--- src/rtl/wb_write_queue.sv ---
// wb_write_queue: in-order writeback buffer that owns the register file write
// port. It merges the load and ALU result paths into one queue of pending
// writes. It drains one write per cycle, and it forwards the youngest pending
// value for each read operand.
module wb_write_queue #(
    parameter int DEPTH = 4,
    parameter int DW    = 64,
    parameter int AW    = 5
) (
    input  logic                       clk,
    input  logic                       rst_n,
    input  logic                       alu_valid,
    output logic                       alu_ready,
    input  logic [AW-1:0]              alu_rd,
    input  logic [DW-1:0]              alu_data,
    input  logic                       mem_valid,
    output logic                       mem_ready,
    input  logic [AW-1:0]              mem_rd,
    input  logic [DW-1:0]              mem_data,
    input  logic                       hold,
    output logic                       rf_regwr,
    output logic [AW-1:0]              rf_rd,
    output logic [DW-1:0]              rf_datawr,
    input  logic [AW-1:0]              fwd_rn,
    input  logic [AW-1:0]              fwd_rm,
    output logic                       fwd_rn_hit,
    output logic                       fwd_rm_hit,
    output logic [DW-1:0]              fwd_rn_data,
    output logic [DW-1:0]              fwd_rm_data,
    output logic [$clog2(DEPTH):0]     count,
    output logic                       empty,
    output logic                       full
);

    localparam int PW = $clog2(DEPTH);
    localparam int CW = PW + 1;
    localparam logic [AW-1:0] XZR = '1;

    logic [AW-1:0] entry_rd   [DEPTH];
    logic [DW-1:0] entry_data [DEPTH];
    logic [PW-1:0] head;
    logic [PW-1:0] tail;
    logic [CW-1:0] count_q;

    logic          accept;
    logic          push;
    logic          pop;
    logic [AW-1:0] push_rd;
    logic [DW-1:0] push_data;

    assign count = count_q;
    assign empty = (count_q == '0);
    assign full  = (count_q == CW'(DEPTH));

    // The load path has fixed priority. Full blocks both paths even when a
    // pop is in progress, so ready depends only on registered state and on
    // mem_valid.
    assign mem_ready = !full;
    assign alu_ready = !full && !mem_valid;
    assign push_rd   = mem_valid ? mem_rd : alu_rd;
    assign push_data = mem_valid ? mem_data : alu_data;
    assign accept    = (mem_valid && mem_ready) || (alu_valid && alu_ready);
    // A write to XZR is consumed here but never stored.
    assign push      = accept && (push_rd != XZR);

    // The head entry drives the register file whenever one exists and hold
    // is low. The outputs read zero when the queue is empty.
    assign rf_regwr  = !empty && !hold;
    assign pop       = rf_regwr;
    assign rf_rd     = empty ? '0 : entry_rd[head];
    assign rf_datawr = empty ? '0 : entry_data[head];

    // Pointer and occupancy bookkeeping; push and pop together leave count unchanged
    always_ff @(posedge clk or negedge rst_n) begin
        if (!rst_n) begin
            head    <= '0;
            tail    <= '0;
            count_q <= '0;
        end else begin
            if (push) tail <= tail + PW'(1);
            if (pop)  head <= head + PW'(1);
            case ({push, pop})
                2'b10:   count_q <= count_q + CW'(1);
                2'b01:   count_q <= count_q - CW'(1);
                default: count_q <= count_q;
            endcase
        end
    end

    // Entry storage, cleared on reset so that discarded writes leave no residue
    always_ff @(posedge clk or negedge rst_n) begin
        if (!rst_n) begin
            for (int i = 0; i < DEPTH; i++) begin
                entry_rd[i]   <= '0;
                entry_data[i] <= '0;
            end
        end else if (push) begin
            entry_rd[tail]   <= push_rd;
            entry_data[tail] <= push_data;
        end
    end

    // Forwarding scan walks from oldest to youngest so the last match (youngest) wins
    always_comb begin
        logic [PW-1:0] idx;
        fwd_rn_hit  = 1'b0;
        fwd_rn_data = '0;
        fwd_rm_hit  = 1'b0;
        fwd_rm_data = '0;
        idx         = head;
        for (int k = 0; k < DEPTH; k++) begin
            idx = head + PW'(k);
            if (CW'(k) < count_q) begin
                if ((entry_rd[idx] == fwd_rn) && (fwd_rn != XZR)) begin
                    fwd_rn_hit  = 1'b1;
                    fwd_rn_data = entry_data[idx];
                end
                if ((entry_rd[idx] == fwd_rm) && (fwd_rm != XZR)) begin
                    fwd_rm_hit  = 1'b1;
                    fwd_rm_data = entry_data[idx];
                end
            end
        end
    end

endmodule
--- config.mk ---
export PLATFORM = sky130hd
export DESIGN_NAME = wb_write_queue
export DESIGN_NICKNAME = d
export VERILOG_FILES = /design/src/rtl/wb_write_queue.sv
export SDC_FILE = /design/constraint.sdc
export NUM_CORES = 1
export LEC_CHECK = 0
export CAP_MARGIN = 20
export CORE_ASPECT_RATIO = 0.9
export CORE_MARGIN = 2
export CORE_UTILIZATION = 50
export DETAILED_ROUTE_END_ITERATION = 7
export PLACE_DENSITY_LB_ADDON = 0.08
export SYNTH_ARGS = -nofsm -noshare
export SYNTH_HDL_FRONTEND = slang
export SYNTH_SLANG_ARGS = --single-unit
export TNS_END_PERCENT = 30
--- constraint.sdc ---
create_clock -name clk -period 2.7 [get_ports clk]
set_clock_uncertainty 0.1 [all_clocks]
set_input_delay 0.405 -clock clk [delete_from_list [all_inputs] [get_ports clk]]
set_output_delay 0.405 -clock clk [all_outputs]
set_load 0.05 [all_outputs]
==> results of run 1 <==
-- per-stage QoR --
step	worst slack, ns	instance area, um^2
3_3_place_gp	-0.808	34700
3_5_place_dp	-0.868	34700
4_1_cts	-1.26	37300
6_report	-1.32	38000
5_1_grt	-1.39	38000
2_1_floorplan	-0.559	26100
-- area by class of cell --
class	count	area [um^2]	area share
Clock inverter	19	299	0.00786
Sequential cell	283	7090	0.186
Clock buffer	38	842	0.0221
Timing Repair Buffer	823	10600	0.278
Inverter	9	38.8	0.00102
Tap cell	600	751	0.0197
Multi-Input combinational cell	2012	18400	0.485
-- layer usage --
layer	global-route usage	vias up
li1	-	10500
met1	0.480	12000
met2	0.636	1418
met3	0.0582	437
met4	0.188	0
met5	0	-
-- flip-flops by register name, indices dropped and copies added (netlist names) --
signal and cells:
head 2, entry_data 256, count 3, tail 2
entry_rd 20
-- Yosys cell counts, types with 55 or more instances --
cell type    n  area share
a211oi_1    66       0.022
a21o_1      58       0.019
a21oi_1     77       0.017
a221oi_2    57       0.038
a31oi_1     63       0.018
and3_1      60       0.017
clkbuf_1   162       0.027
dfrtp_1    283        0.32
mux2_2      63       0.032
mux2i_1    366        0.16
nand2_1    359       0.060
nor2_1     136       0.023
nor2b_1     77       0.022
nor3b_1     63       0.021
o21ai_0    349       0.078
o2bb2ai_1   55       0.022
-- layout by cell type (no fill, tap or decap), types with 48 or more instances in the layout --
cell type,Yosys,layout
nand2_1,359,354
o21ai_0,349,346
buf_4,13,329
mux2i_1,366,297
dfrtp_1,283,279
buf_12,1,262
clkdlybuf4s50_1,0,153
nor2_1,136,129
a21oi_1,77,73
a211oi_4,1,68
mux2i_2,0,60
mux2_2,63,59
a21o_1,58,58
o2bb2ai_4,0,57
a221oi_2,57,55
a31oi_4,0,49
and3_4,0,48
-- cell families (layout without fill, tap and decap cells) --
kind of cell / Yosys count / after routing / synth area share
muxes: 453 / 453 / 0.222
and+or+nand+nor: 760 / 761 / 0.161
DFF: 283 / 283 / 0.317
AOI/OAI and AO/OA: 746 / 746 / 0.224
xor gates and xnor gates: 43 / 43 / 0.0172
adders and majority gates: 9 / 9 / 0.00504
buffers and inverters: 265 / 889 / 0.0546
-- worst paths after layout --
path                       slack (ns)       startpoint              end
setup / recovery                -1.32          head[0]  fwd_rm_data[24]
hold / removal                   0.24            rst_n   entry_data[13]
setup reg to reg                 0.27         count[0]  entry_data[238]
hold reg to reg                  0.40  entry_data[154]  entry_data[154]
max in group asynchronous        1.45            rst_n          head[0]
min in group clk                 0.31        mem_valid     entry_rd[11]
-- repair_timing --
action,in CTS,in global routing
gates cloned,9,11
pin swaps,106,44
gates resized for setup,215,101
endpoints found under the hold margin,62,0
hold buffers,1,0
setup endpoints to repair,201,200
setup buffers,21,11
-- critical path, cell delays in order, from the launching register on --
cell	delay [ns]
dfrtp_4	0.47
buf_8	0.14
buf_6	0.12
mux4_2	0.59
xnor2_2	0.19
nor4_4	0.32
and2_4	0.25
buf_12	0.20
buf_16	0.18
a21o_1	0.18
o2bb2ai_4	0.11
buf_12	0.16
==> flow_metrics.tcl, run 1 <==
set metrics [dict create \
    status "complete, but fails checks" \
    violations "negative setup slack" \
    path_class "reg2out" \
    cp.arrival_ns 3.51 \
    top_layer "met4" \
    io_pins 360 \
    finalCritPeriodShare 1.49 \
    setup_viol 196 \
    async_flop_share 1.00 \
    report.final.hold_viol_count 0 \
    r2r_cells 11 \
    holdCritPathClass "in2async" \
    worstSetupEndpointType "output pin" \
    required_ns 2.19 \
    nets 3322 \
    rows 73 \
    rsz0062_at_grt "yes" \
    die_h_um 205 \
    die_area_um2 46400 \
    grt.total_usage 0.380 \
    fin_crit_ns 4.02 \
    grt_overflow 0 \
    met1_length_um 35200 \
    final_cells 3784 \
    core_area_um2 44100 \
    dr.pass1.iters 8 \
    worst_pin_slew_ns 0.837 \
    fin_hold_ws_ns 0.243 \
    yosys_most_used_dff "dfrtp_1" \
    drive_gt1_frac 0.416 \
    vias_per_cell 6.43 \
    syn-num-nets 2721 \
    drv_slew 0 \
    max_freq_mhz 249 \
    htree_levels 1 \
    max_cap_viol_count 0 \
    nFillCells 2174 \
    start_util 0.507 \
    tns_ns -200.29 \
    synth-seq-cells 283 \
    yosysWarnings 0 \
    clk_latency_ns 0.61 \
    cp_max_fo 11 \
    portBuffers 359 \
    ant_nets 0 \
    wl_met2_um 44900 \
    synth-edff-count 0 \
    route.met3.wl_um 8300 \
    routed_wl_um 94100 \
    wl_per_cell_um 24.9 \
    hpwl_um 59700 \
    postSynthAreaPerCell_um2 8.73 \
    clkSlewWorstSetupHoldPaths_ns 0.07 \
    antenna_found_initial 1 \
    gp_congestion 0.895 \
    ys_seq_area_frac 0.317 \
    grt_pass1_wl_um 139000 \
    setup_slack_ns -1.32 \
    grt_max_degree 135 \
    clockRootBuffer "clkbuf_16" \
    final_util 0.862 \
    drc 0 \
    diodes 0 \
    worst_setup_path_start_kind "register" \
    synth_cells 2559 \
    syn_area_um2 22300 \
    cts_inserted_buffers 31 \
    placed_cells 3675 \
    cts_tree "done" \
    clockBufferDepth 3 \
    synth_cell_type_count 59 \
    grt_pass1_vias 24800 \
    cts_sinks 283 \
    vias 24300 \
    slew-limit-headroom 0.442 \
    syn_to_final_growth_pct 70.2 \
    drt-initial-drc-count 2463 \
    fp.dieW_um 227 \
]
Power of run 1 is not shown: default switching activity piles up to over one toggle a cycle in this logic, so the estimate is an artifact.
==> inputs of run 2 (changes only) <==
Settings changed: CORE_ASPECT_RATIO 0.9 to 1.5.
==> flow_metrics.tcl, run 2 (synthesis gave the netlist of run 1 again) <==
set metrics [dict create \
    finalCritPeriodShare 1.54 \
    core_area_um2 44000 \
    clockBufferDepth 3 \
    regArea_um2 7090 \
    holdCritPathClass "in2async" \
    antenna_found_initial 0 \
    max_freq_mhz 241 \
    rows 94 \
    drc 0 \
    diodes 0 \
    gp_congestion 0.926 \
    cts_inserted_buffers 30 \
    io_pins 360 \
    grt_max_degree 124 \
    htree_levels 1 \
    grt_pass1_vias 24800 \
    setup_slack_ns -1.45 \
    routed_wl_um 96000 \
    rr_startpoint "count[0]" \
    path_class "reg2out" \
    multi_input_area_um2 18200 \
    dr.pass1.iters 6 \
    final_cells 3781 \
    layout_common_cells "351 x nand2_1, 346 x o21ai_0, 330 x buf_4, 320 x mux2i_1, 279 x dfrtp_1" \
    placed_cells 3614 \
    vias_per_cell 6.43 \
    syn_to_final_growth_pct 70.8 \
    ant_nets 0 \
    wl_per_cell_um 25.4 \
    clockRootBuffer "clkbuf_16" \
    fin_crit_ns 4.15 \
    grt_pass1_wl_um 135000 \
    largest_register "entry_data" \
    clkSlewWorstSetupHoldPaths_ns 0.07 \
    portBuffers 359 \
    crit_start "head[0]" \
    max_cap_viol_count 0 \
    die_h_um 263 \
    fp.dieW_um 177 \
    mostFrequentLayoutCell "nand2_1" \
    grt_overflow 0 \
    violations "negative setup slack" \
    report.final.hold_viol_count 0 \
    nets 3346 \
    drv_slew 0 \
    status "complete, but fails checks" \
    cts_sinks 283 \
    rsz0062_at_grt "yes" \
    grt.total_usage 0.366 \
    hpwl_um 58600 \
    worst_setup_path_start_kind "register" \
    clk_latency_ns 0.59 \
    start_util 0.508 \
    vias 24300 \
    drive_gt1_frac 0.411 \
    r2r_cells 10 \
    setup_viol 198 \
    worstSetupEndpointType "output pin" \
    cp.arrival_ns 3.64 \
    largest_reg_flops 256 \
    nFillCells 2196 \
    worst_pin_slew_ns 0.823 \
    drt-initial-drc-count 2147 \
    cts_tree "done" \
    die_area_um2 46400 \
    required_ns 2.19 \
    slew-limit-headroom 0.451 \
    cp_max_fo 7 \
]
[run 2: cell count changes in the layout (fill, tap and decap cells not counted), sizes merged]
cell          delta
or2              +1
dlygate4sd2      -1
inv              -2
clkbuf          +16
and2             -1
bufbuf           +2
bufinv           -6
dlymetal6s2s     +2
clkinvlp         -1
buf             +14
clkinv           -3
[run 2: final cells by class]
cell class / count / area share
clock buffers: 46 / 0.0247
clock inverters: 7 / 0.00180
inverters: 9 / 0.00108
multi-input cells: 2012 / 0.478
flip-flops and latches: 283 / 0.186
well taps: 576 / 0.0189
repair buffers: 848 / 0.289
[run 2: final timing paths]
check / end / slack, ns
worst min-delay path: entry_data[75] / 0.31
min in group clk: entry_rd[3] / 0.32
worst min register to register: entry_data[153] / 0.40
worst max register to register: entry_data[119] / 0.27
max in group asynchronous: entry_data[54] / 1.18
worst max-delay path: fwd_rn_data[23] / -1.45
[run 2: repair_timing]
| action | CTS | global route |
|---|---|---|
| setup buffers | 35 | 51 |
| gates resized for setup | 78 | 204 |
| endpoints found under the hold margin | 81 | 0 |
| gates cloned | 11 | 20 |
| pin swaps | 37 | 64 |
| hold buffers | 1 | 0 |
| setup endpoints to repair | 202 | 203 |
[run 2: through the flow]
stage	hold slack, ns	cell area, um^2	worst slack [ns]	util	setup TNS (ns)
floorplan	0.00941	26100	-0.559	-	-72.86
global placement	0.372	34400	-0.748	0.781	-86.21
detailed placement	0.381	34400	-0.753	0.781	-92.00
CTS	0.302	36400	-1.30	0.828	-210.15
global route	0.384	38200	-1.51	0.868	-224.31
finish	0.314	38200	-1.45	0.868	-213.07
[run 2: per-layer routing]
layer	vias up	GRT usage	wire [um]	part of all wire
li1	10500	-	-	-
met1	11900	0.400	32200	0.34
met2	1435	0.662	48800	0.51
met3	486	0.0544	7410	0.077
met4	0	0.218	7580	0.079
met5	-	0	0	0
[run 2: worst max-delay path: stages, from the launching register on]
cell and delay [ns]:
dfrtp_4 0.52, buf_8 0.16, buf_4 0.13, mux4_2 0.46, xnor2_1 0.20, nand4_1 0.17
a211oi_4 0.25, buf_12 0.20, buf_12 0.13, clkbuf_16 0.16, a31oi_1 0.13, a211oi_4 0.32
buf_12 0.18
Power of run 2 is left out for the same reason.
==> inputs of run 3 (changes only) <==
Settings changed: ABC_AREA set to 1, CORE_UTILIZATION 50 to 60, DONT_BUFFER_PORTS set to 1.
==> flow_metrics.tcl, run 3 <==
set metrics [dict create \
    synth-adder-area-share 0.00462 \
    syn_area_um2 24400 \
    synth_compound_gate_area_share 0.169 \
    async_flop_share 1.00 \
    rows 90 \
    fin_hold_ws_ns -0.585 \
    ff2ff_setup_slack_ns 0.19 \
    yosys.area.top_type "dfrtp_1" \
    diodes 0 \
    synth_top_area_share 0.291 \
    ys_seq_area_frac 0.291 \
    synth_most_common_cell "nand2_1" \
    drc 0 \
    routed_wl_um 80600 \
    drt-initial-drc-count 2762 \
    cts_sinks 283 \
    clockRootBuffer "clkbuf_16" \
    violations "negative hold slack, negative setup slack" \
    vias 28100 \
    required_ns 2.19 \
    synthTopCellsByArea "dfrtp_1 29%, nand2_1 26%, o21ai_0 14%" \
    grt.total_usage 0.377 \
    tns_ns -127.57 \
    r2r-end "entry_data[14]" \
    gp_congestion 0.962 \
    die_area_um2 42300 \
    synth_top_family_by_area "simple AND/OR/NAND/NOR gates" \
    dr.pass1.iters 7 \
    nFillCells 3329 \
    crit_start "head[0]" \
    hpwl_um 55400 \
    holdCritPathClass "in2async" \
    setup_viol 195 \
    max_cap_viol_count 0 \
    drv_slew 0 \
    grt_overflow 0 \
    synth-seq-cells 283 \
    clockBufferDepth 3 \
    largest_reg_flops 256 \
    synth_xor_area_frac 0.00467 \
    clkSlewWorstSetupHoldPaths_ns 0.07 \
    ant_nets 0 \
    syn_to_final_growth_pct 25.5 \
    start_util 0.606 \
    clk_latency_ns 0.58 \
    crit_top_cell "nand2_1" \
    cp_cell_sequence "inv_4, buf_12, buf_6, nand2_1, nand2_1, nand2_1, nand2_1, nor2_1, nor2_1, nand3_4, buf_12, nor2_1, nor2_1, nand2_1, nand2_1, nand2_1, buf_12" \
    yosysWarnings 0 \
    mostFrequentLayoutCell "nand2_1" \
    critPathMaxStageDelay_ns 0.52 \
    fin_crit_ns 3.56 \
    synth-edff-count 0 \
    syn-num-nets 4578 \
    status "complete, but fails checks" \
    ys_top_cells_by_count "1675 x nand2_1, 702 x o21ai_0, 627 x nor2_1" \
    r2r_cells 7 \
    core_area_um2 40200 \
    slew-limit-headroom 0.381 \
    report.final.hold_viol_count 283 \
    cts_inserted_buffers 30 \
    grt_pass1_wl_um 130000 \
    critPathSlowestCell "dfrtp_4" \
    htree_levels 1 \
    cts_tree "done" \
    path_class "reg2out" \
    synth_cell_type_count 30 \
    vias_per_cell 5.51 \
    worst_setup_path_start_kind "register" \
    max_freq_mhz 281 \
    postSynthAreaPerCell_um2 5.52 \
    cp.arrival_ns 3.06 \
    worst_pin_slew_ns 0.928 \
    io_pins 360 \
    die_h_um 251 \
    synth_cells 4416 \
    synth_mux_area_frac 0 \
    rsz0062_at_grt "yes" \
    fp.dieW_um 169 \
    cp_max_fo 71 \
    nets 4735 \
    finalCritPeriodShare 1.32 \
    portBuffers 0 \
    largest_register "entry_data" \
    synthSimpleGateAreaFrac 0.395 \
    grt_max_degree 284 \
    worstSetupEndpointType "output pin" \
    antenna_found_initial 0 \
    layout_common_cells "1614 x nand2_1, 662 x o21ai_0, 609 x nor2_1, 463 x inv_1, 278 x dfrtp_1" \
    wl_per_cell_um 15.8 \
    setup_slack_ns -0.864 \
    rr_startpoint "count[0]" \
    yosys_most_used_dff "dfrtp_1" \
    grt_pass1_vias 26700 \
    drive_gt1_frac 0.136 \
]
-- run 3: changes by cell type in the layout (fill, tap and decap cells not counted), moves of 153 or more --
| cell | before | now |
|---|---|---|
| nand2_1 | 351 | 1614 |
| inv_1 | 6 | 463 |
| nand3_1 | 5 | 172 |
| clkdlybuf4s50_1 | 153 | 0 |
| o21ai_0 | 346 | 662 |
| nor2_1 | 130 | 609 |
| mux2i_1 | 320 | 0 |
-- run 3: metal layers --
layer	global-route usage	vias up	wire, um	part of all wire
met2	0.651	1294	38600	0.48
li1	-	13900	-	-
met1	0.451	12700	30700	0.38
met3	0.0575	260	6920	0.086
met4	0.201	0	4300	0.053
met5	0	-	0	0
-- run 3: cell type report --
class | instances | area [um^2] | share of cell area
multi-input cells | 3331 | 14300 | 0.468
clock buffers | 37 | 828 | 0.0271
flip-flops and latches | 283 | 7090 | 0.232
well taps | 506 | 633 | 0.0207
repair buffers | 428 | 5550 | 0.181
inverters | 499 | 1880 | 0.0616
clock inverters | 18 | 294 | 0.00961
-- run 3: timing repair --
action / 4_1_cts / 5_1_grt
gates cloned: 1 / 2
resized for setup: 79 / 68
endpoints found under the hold margin: 283 / 283
buffers inserted: 0 / 3
endpoints found under the setup margin: 195 / 197
pin swaps: 4 / 2
-- run 3: logic make-up (layout without fill, tap and decap cells) --
logic type | after synthesis | after routing
and+or+nand+nor | 2492 | 2492
AOI/OAI and AO/OA | 817 | 817
buffers and inverters | 802 | 982
DFF | 283 | 283
xor gates and xnor gates | 13 | 13
adders and majority gates | 9 | 9
-- run 3: worst max path at each step --
| stage | slack, ns | endpoint | cells past startpoint |
|---|---|---|---|
| floorplan | 0.01 | rf_datawr[54] | 6 |
| global placement | -0.26 | fwd_rn_data[23] | 16 |
| detailed placement | -0.24 | fwd_rm_data[51] | 14 |
| CTS | -0.79 | fwd_rn_data[24] | 16 |
| global route | -0.99 | fwd_rn_data[28] | 17 |
| finish | -0.86 | fwd_rn_data[27] | 17 |
-- run 3: stage by stage --
stage / area [um^2] / utilization / hold slack (ns) / cells / worst slack (ns)
global placement: 29000 / 0.722 / 0.0147 / 5041 / -0.264
CTS: 30400 / 0.756 / -0.602 / 5097 / -0.789
floorplan: 24400 / - / 0.00941 / 4416 / 0.00998
finish: 30600 / 0.761 / -0.585 / 5102 / -0.864
global route: 30600 / 0.761 / -0.600 / 5102 / -0.987
detailed placement: 29000 / 0.722 / 0.0156 / 5041 / -0.245
-- run 3: worst max-delay path, delay by kind of cell (launching register included) --
kind / cells / cell delay, ns
buffers and inverters: 5 / 0.73
and+or+nand+nor: 12 / 1.16
DFF: 1 / 0.52
Power of run 3 is left out for the same reason.
